<file path="config.mk">
export PLATFORM = sky130hd
export DESIGN_NAME = fwd_scoreboard
export DESIGN_NICKNAME = d
export VERILOG_FILES = /design/src/rtl/fwd_scoreboard.sv
export SDC_FILE = /design/constraint.sdc
export NUM_CORES = 1
export LEC_CHECK = 0
export BUFFER_PORTS_ARGS = -buffer_cell sky130_fd_sc_hd__buf_2
export CAP_MARGIN = 0
export CORE_UTILIZATION = 48
export DETAILED_ROUTE_END_ITERATION = 8
export PLACE_DENSITY = 0.77
export SLEW_MARGIN = 10
export SYNTH_ARGS = -nofsm -noshare
export SYNTH_HDL_FRONTEND = slang
export SYNTH_SLANG_ARGS = --single-unit
</file>
<file path="constraint.sdc">
create_clock -name clk_i -period 3.5 [get_ports clk_i]
set_input_delay 0.7 -clock clk_i [delete_from_list [all_inputs] [get_ports clk_i]]
set_output_delay 0.7 -clock clk_i [all_outputs]
set_load 0.005 [all_outputs]
</file>
<file path="src/rtl/fwd_scoreboard.sv">
// rtl/fwd_scoreboard.sv - N-operand forwarding select / interlock scoreboard (optional FWD_STALL_CNT_EN stall counter)
module fwd_scoreboard #(
  parameter int NUM_OPS    = 2,
  parameter int NUM_STAGES = 4,
  parameter int REG_ADDR_W = 5,
  parameter int SEL_W      = 3
) (
  input  logic                          clk_i,
  input  logic                          reset_n_i,
  input  logic                          flush_i,
  input  logic                          issue_valid_i,
  input  logic                          issue_wr_en_i,
  input  logic [REG_ADDR_W-1:0]         issue_wr_reg_i,
  input  logic [SEL_W-1:0]              issue_rdy_stage_i,
  input  logic [NUM_STAGES-1:0]         stage_kill_i,
  input  logic [NUM_OPS-1:0]            src_used_i,
  input  logic [NUM_OPS*REG_ADDR_W-1:0] src_reg_i,
  output logic [NUM_OPS*SEL_W-1:0]      fwd_sel_o,
  output logic                          stall_o,
  output logic [31:0]                   stall_cnt_o,
  input  logic                          stall_cnt_clr_i
);

  localparam logic [SEL_W-1:0] LAST_STAGE = SEL_W'(NUM_STAGES);

  // index s-1 holds the entry currently in pipeline stage s
  logic [NUM_STAGES-1:0] ent_valid;
  logic [REG_ADDR_W-1:0] ent_reg [NUM_STAGES];
  logic [SEL_W-1:0]      ent_rdy [NUM_STAGES];

  logic [SEL_W-1:0]      rdy_clamped;
  logic                  load_en;
  logic [NUM_OPS-1:0]    hazard;

  // out-of-range ready stages fall back to writeback
  always_comb begin
    rdy_clamped = issue_rdy_stage_i;
    if (issue_rdy_stage_i == '0 || issue_rdy_stage_i > LAST_STAGE)
      rdy_clamped = LAST_STAGE;
  end

  assign load_en = issue_valid_i & issue_wr_en_i & ~stall_o & ~flush_i;

  // tag shift register: advances every cycle, killed entries move on as bubbles
  always_ff @(posedge clk_i or negedge reset_n_i) begin
    if (!reset_n_i) begin
      ent_valid <= '0;
      for (int s = 0; s < NUM_STAGES; s++) begin
        ent_reg[s] <= '0;
        ent_rdy[s] <= '0;
      end
    end else if (flush_i) begin
      ent_valid <= '0;
    end else begin
      ent_valid[0] <= load_en;
      ent_reg[0]   <= issue_wr_reg_i;
      ent_rdy[0]   <= rdy_clamped;
      for (int s = 1; s < NUM_STAGES; s++) begin
        ent_valid[s] <= ent_valid[s-1] & ~stage_kill_i[s-1];
        ent_reg[s]   <= ent_reg[s-1];
        ent_rdy[s]   <= ent_rdy[s-1];
      end
    end
  end

  // per-operand youngest-match search; scanning oldest to youngest lets the youngest win
  always_comb begin
    logic                 hit;
    logic [SEL_W-1:0]     hit_stage;
    logic [SEL_W-1:0]     hit_rdy;
    logic [REG_ADDR_W-1:0] src;
    fwd_sel_o = '0;
    hazard    = '0;
    hit       = 1'b0;
    hit_stage = '0;
    hit_rdy   = '0;
    src       = '0;
    for (int o = 0; o < NUM_OPS; o++) begin
      hit       = 1'b0;
      hit_stage = '0;
      hit_rdy   = '0;
      src       = src_reg_i[o*REG_ADDR_W +: REG_ADDR_W];
      for (int s = NUM_STAGES - 1; s >= 0; s--) begin
        if (ent_valid[s] && !stage_kill_i[s] && ent_reg[s] == src) begin
          hit       = 1'b1;
          hit_stage = SEL_W'(s + 1);
          hit_rdy   = ent_rdy[s];
        end
      end
      if (src_used_i[o] && hit && !flush_i) begin
        if (hit_stage >= hit_rdy)
          fwd_sel_o[o*SEL_W +: SEL_W] = hit_stage;
        else
          hazard[o] = 1'b1;
      end
    end
  end

  assign stall_o = |hazard;

`ifdef FWD_STALL_CNT_EN
  logic [31:0] stall_cnt;

  // saturating stall-cycle counter, clear wins over increment
  always_ff @(posedge clk_i or negedge reset_n_i) begin
    if (!reset_n_i)
      stall_cnt <= '0;
    else if (stall_cnt_clr_i)
      stall_cnt <= '0;
    else if (stall_o && stall_cnt != 32'hFFFF_FFFF)
      stall_cnt <= stall_cnt + 32'd1;
  end

  assign stall_cnt_o = stall_cnt;
`else
  logic unused_cnt_clr;
  assign unused_cnt_clr = stall_cnt_clr_i;
  assign stall_cnt_o    = '0;
`endif

endmodule

</file>
After elaboration in Yosys (flattened, before gate mapping)
Index checks and enable logic that the tools add are counted.
W data, S select, Z words.
{"block": "op_classes", "n_lt_le_gt_ge": 3, "eq_ne": 8, "n_mux": 34, "n_bitwise": 11, "reduce_logical": 24}
{"cell": "$mux W3", "n": 21}
{"cell": "$eq A5 B5 Y1", "n": 8}
{"cell": "$logic_and A1 B1 Y1", "n": 16}
{"cell": "$mux W1", "n": 12}
{"cell": "$and A1 B1 Y1", "n": 6}
{"cell": "$ge A3 B3 Y1", "n": 2}
{"cell": "$logic_not A1 Y1", "n": 5}
{"cell": "$not A1 Y1", "n": 5}
{"cell": "$mux W4", "n": 1}
{"cell": "$gt A3 B3 Y1 const B", "n": 1}
{"cell": "$logic_not A3 Y1", "n": 1}
{"cell": "$reduce_or A2 Y1", "n": 1}
{"cell": "$logic_or A1 B1 Y1", "n": 1}
{"block": "totals", "reg_bits": 36, "inputBits": 30, "out_inout_bits": 39, "elab_cells": 89}

Logic depth before layout (Yosys ltp)
{"block": "depth", "depth_word": 15, "depth_mapped": 12, "depth_no_buf": 11}

Worst setup path before layout
Ideal clock, no wire load.
{"block": "synth_timing", "path_type": "input -> output", "from": "input port src_reg_i[9]", "to": "output port stall_o", "arrival_ns": 2.860, "required_ns": 2.800, "path_slack_ns": -0.060, "path_stages": 11, "n_path_buf": 0, "path_cell_list": "xor2_1 -> nor4_1 -> and2_1 -> o211ai_1 -> a22o_1 -> ha_1 -> nand2b_1 -> a21oi_1 -> o211ai_1 -> a41oi_1 -> a21o_1"}
{"block": "synth_between", "elab_chain_len": 10, "elab_cells_between_ends": 26, "cone_classes": "1 x order compare; 4 x eq/ne; 14 x mux; 7 x reduce/logical"}
{"item": "from (decl)", "line": "17", "source": "input logic [NUM_OPS*REG_ADDR_W-1:0] src_reg_i,"}
{"item": "$eq A5 B5 Y1", "line": "84", "source": "if (ent_valid[s] && !stage_kill_i[s] && ent_reg[s] == src) begin"}
{"item": "$logic_and A1 B1 Y1", "line": "84"}
{"item": "$mux W3 / $mux W1 (equally long branches) (4 in a row)", "line": "84"}
{"item": "$ge A3 B3 Y1 / $logic_and A1 B1 Y1 (equally long branches)", "line": "91, 90"}
{"item": "$mux W1 / $logic_and A1 B1 Y1 (equally long branches)", "line": "91, 90"}
{"item": "$mux W1 (*)", "line": "90", "source": "if (src_used_i[o] && hit && !flush_i) begin"}
{"item": "$reduce_or A2 Y1 (*)", "line": "99", "source": "assign stall_o = |hazard;"}
{"item": "to (decl)", "line": "19", "source": "output logic stall_o,"}
Every way passes the cells marked *; elsewhere a longest branch is shown, timed or not.

Worst setup path after layout
Ends and elaborated chain as after synthesis.

==> reports/qor.csv <==
metric;value;unit
drive_gt1_share;43.06;%
worstSkewPairLatency;290;ps
dr.pass1.iters;9;
critPathRequiredTime;2800;ps
top_usage_layer;met2;
setup_violations;7;
p_per_area;333.4;mW/mm2
root_buffer;clkbuf_8;
initial_utilization;49.71;%
grtUsageTotal;22.14;%
fp.dieArea;0.005584;mm2
cts_buffers;5;
place_area;0.002994;mm2
avgSynthCellArea;9.580;um2
met3_usage;4.284;%
tritoncts;yes;
met2_usage;39.14;%
numPortBuffers;35;
ys.flop_type;dfrtp_1;
cap_violations;0;
power.leakage;0.001587;uW
layout.nets;389;
grt_pass1_wl;9.121;mm
endpoint_kind;output port;
vias;2118;
ant_nets;0;
peakVddDrop;293.8;uV
drc;1;
coreArea;0.005107;mm2
violations;DRC, setup timing;
cp_cell_sequence;buf_2, xor2_1, nor4_2, buf_4, nand3_1, o211ai_1, a22o_1, ha_1, nand2b_4, a21oi_4, o211ai_1, a41oi_2, a21o_1, buf_2;
yosysWarnings;0;
worst_setup_path_start_kind;primary input;
worst_pin_slew;786.3;ps
final_cell_area;0.003395;mm2
yosys.cell_types.count;39;
grt_antenna_before_repair;0;
gp_congestion;0.9251;
clock.fmax;0.2643;GHz
clk_pin_slew;60;ps
post_drt_wl_per_cell;14.15;um
synth.yosys.seq_area_share;35.49;%
insertedDiodeCount;0;
fin_ws;-283.5;ps
ys_ff_latch;36;
drv_slew;0;
num_io_pins;69;
finClkSkew;3.141;ps
htreeDepth;2;
p_total;1132;uW
cp_data_arrival_time;3080;ps
largest_reg_flops;20;
std_cell_rows;26;
cts_hold_buf;0;
rsz0062_at_grt;yes;
syn_inst;265;
routed_wl;5.985;mm
post-route-period-util;108.1;%
clock_sinks;36;
grt_pass1_vias;2064;
clock_path_buffers;2;
status;complete, but fails checks;
min_path_type;primary input to asynchronous set/reset pin;
die_y;74.73;um
die_w;74.73;um
grt_overflow;0;
slew_headroom;47.58;%
dpl.hpwl;4.204;mm
fin_crit;3784;ps
async_flop_share;100.0;%
synth_edf_count;0;
area_growth;33.71;%
synth_area;0.002539;mm2
cpMaxStageDelayCell;nor4_2;
detail_route.vias_per_cell;5.007;
grt_start_max_net_pins;45;
r2r_slack;410;ps
cpPeakStageDelay;290;ps
drtIter0Drc;125;
critPathKind;primary input to output port;
hold_viol_final;0;
cp_max_fo;4;
met1_usage;25.64;%
cell families after synthesis:
kind of cell | after synthesis | synth area share (%)
simple gates | 76 | 15.52
buf+inv | 48 | 11.88
xor+xnor | 40 | 13.80
flops | 36 | 35.49
compound gates | 32 | 8.675
mux | 25 | 11.04
fa+ha+maj | 7 | 3.450
other cells | 1 | 0.1477
cells in the mapped netlist (7+ instances only):
master | number | area, um2
nor4_1 | 7 | 43.79
xor2_1 | 27 | 236.5
dfrtp_1 | 36 | 900.9
inv_1 | 9 | 33.78
o21ai_0 | 8 | 40.04
ha_1 | 7 | 87.58
mux2_2 | 24 | 270.3
nand2_1 | 15 | 56.30
buf_4 | 32 | 240.2
xnor2_1 | 13 | 113.9
nor2_1 | 15 | 56.30
nand2b_1 | 11 | 68.82
cell type report:
type | instances | area [um2]
clock buffers | 8 | 90.09
fillers | 410 | 1713
inverters | 9 | 33.78
multi-input cells | 212 | 1643
flip-flops and latches | 36 | 900.9
well taps | 70 | 87.58
repair buffers | 88 | 639.4
worst max-delay path, delay by kind of cell:
kind,cells,cell delay (ps)
adder cells (fa/ha/maj),1,240
buffers and inverters,3,410
AO/OA/AOI/OAI,6,1050
XOR/XNOR,1,170
AND/OR/NAND/NOR,3,510
per-layer routing:
metal / share of wire, % / vias to the layer above
li1: - / 1021
met1: 41 / 1003
met2: 52 / 79
met3: 4.4 / 15
met4: 2.6 / 0
met5: 0 / -
cells in the final DEF, fill, tap and decap left out, types with 3 or more instances in the layout:
cell type	n
buf_4	49
dfrtp_1	36
conb_1	32
buf_2	28
xor2_1	24
mux2_2	24
nor2_1	14
xnor2_1	12
nand2_1	12
nand2b_1	9
inv_1	9
buf_6	9
o21ai_0	7
ha_1	7
nand3_1	6
clkbuf_8	6
nor4_2	5
nor3_2	4
a21oi_1	4
and2_4	3
nand4_1	3
xor2_2	3
a22oi_1	3
o211ai_1	3
a21o_1	3
final timing paths:
| path | start | to | cells past startpoint |
|---|---|---|---|
| max | src_reg_i[9] | stall_o | 14 |
| min | reset_n_i | ent_reg[9] | 1 |
| max reg2reg | ent_reg[11] | ent_valid[0] | 14 |
| min reg2reg | ent_rdy[8] | ent_rdy[8] | 2 |
| max in group asynchronous | reset_n_i | ent_reg[12] | 1 |
| min in group clk_i | ent_rdy[8] | ent_rdy[8] | 2 |
power breakdown:
group | total (uW) | leakage (uW) | internal, uW | switching (uW)
Combinational | 287 | 0.00110 | 150 | 137
Clock | 297 | 0.0000455 | 160 | 137
Sequential | 548 | 0.000442 | 475 | 72.6
Total | 1130 | 0.00159 | 785 | 346
per-stage QoR:
step / std cells / setup TNS (ps) / hold WS [ps] / util (%) / setup slack [ps]
detailed placement: 407 / -1567 / 474.6 / 58.62 / -396.6
floorplan: 296 / 0 / 404.4 / - / 34.26
global route: 423 / -1873 / 534.4 / 66.46 / -435.3
global placement: 407 / -1470 / 472.6 / 58.62 / -376.6
finish: 423 / -868.5 / 485.6 / 66.46 / -283.5
CTS: 418 / -925.3 / 491.8 / 63.50 / -226.9
what timing repair did:
| item | in CTS | in global routing |
|---|---|---|
| endpoints found under the setup margin | 7 | 7 |
| gates resized for setup | 35 | 26 |
| pin swaps | 24 | 19 |
| hold endpoints to repair | 0 | 0 |
| buffers inserted | 3 | 5 |
No activity file was read; power rests on OpenSTA's default activity.
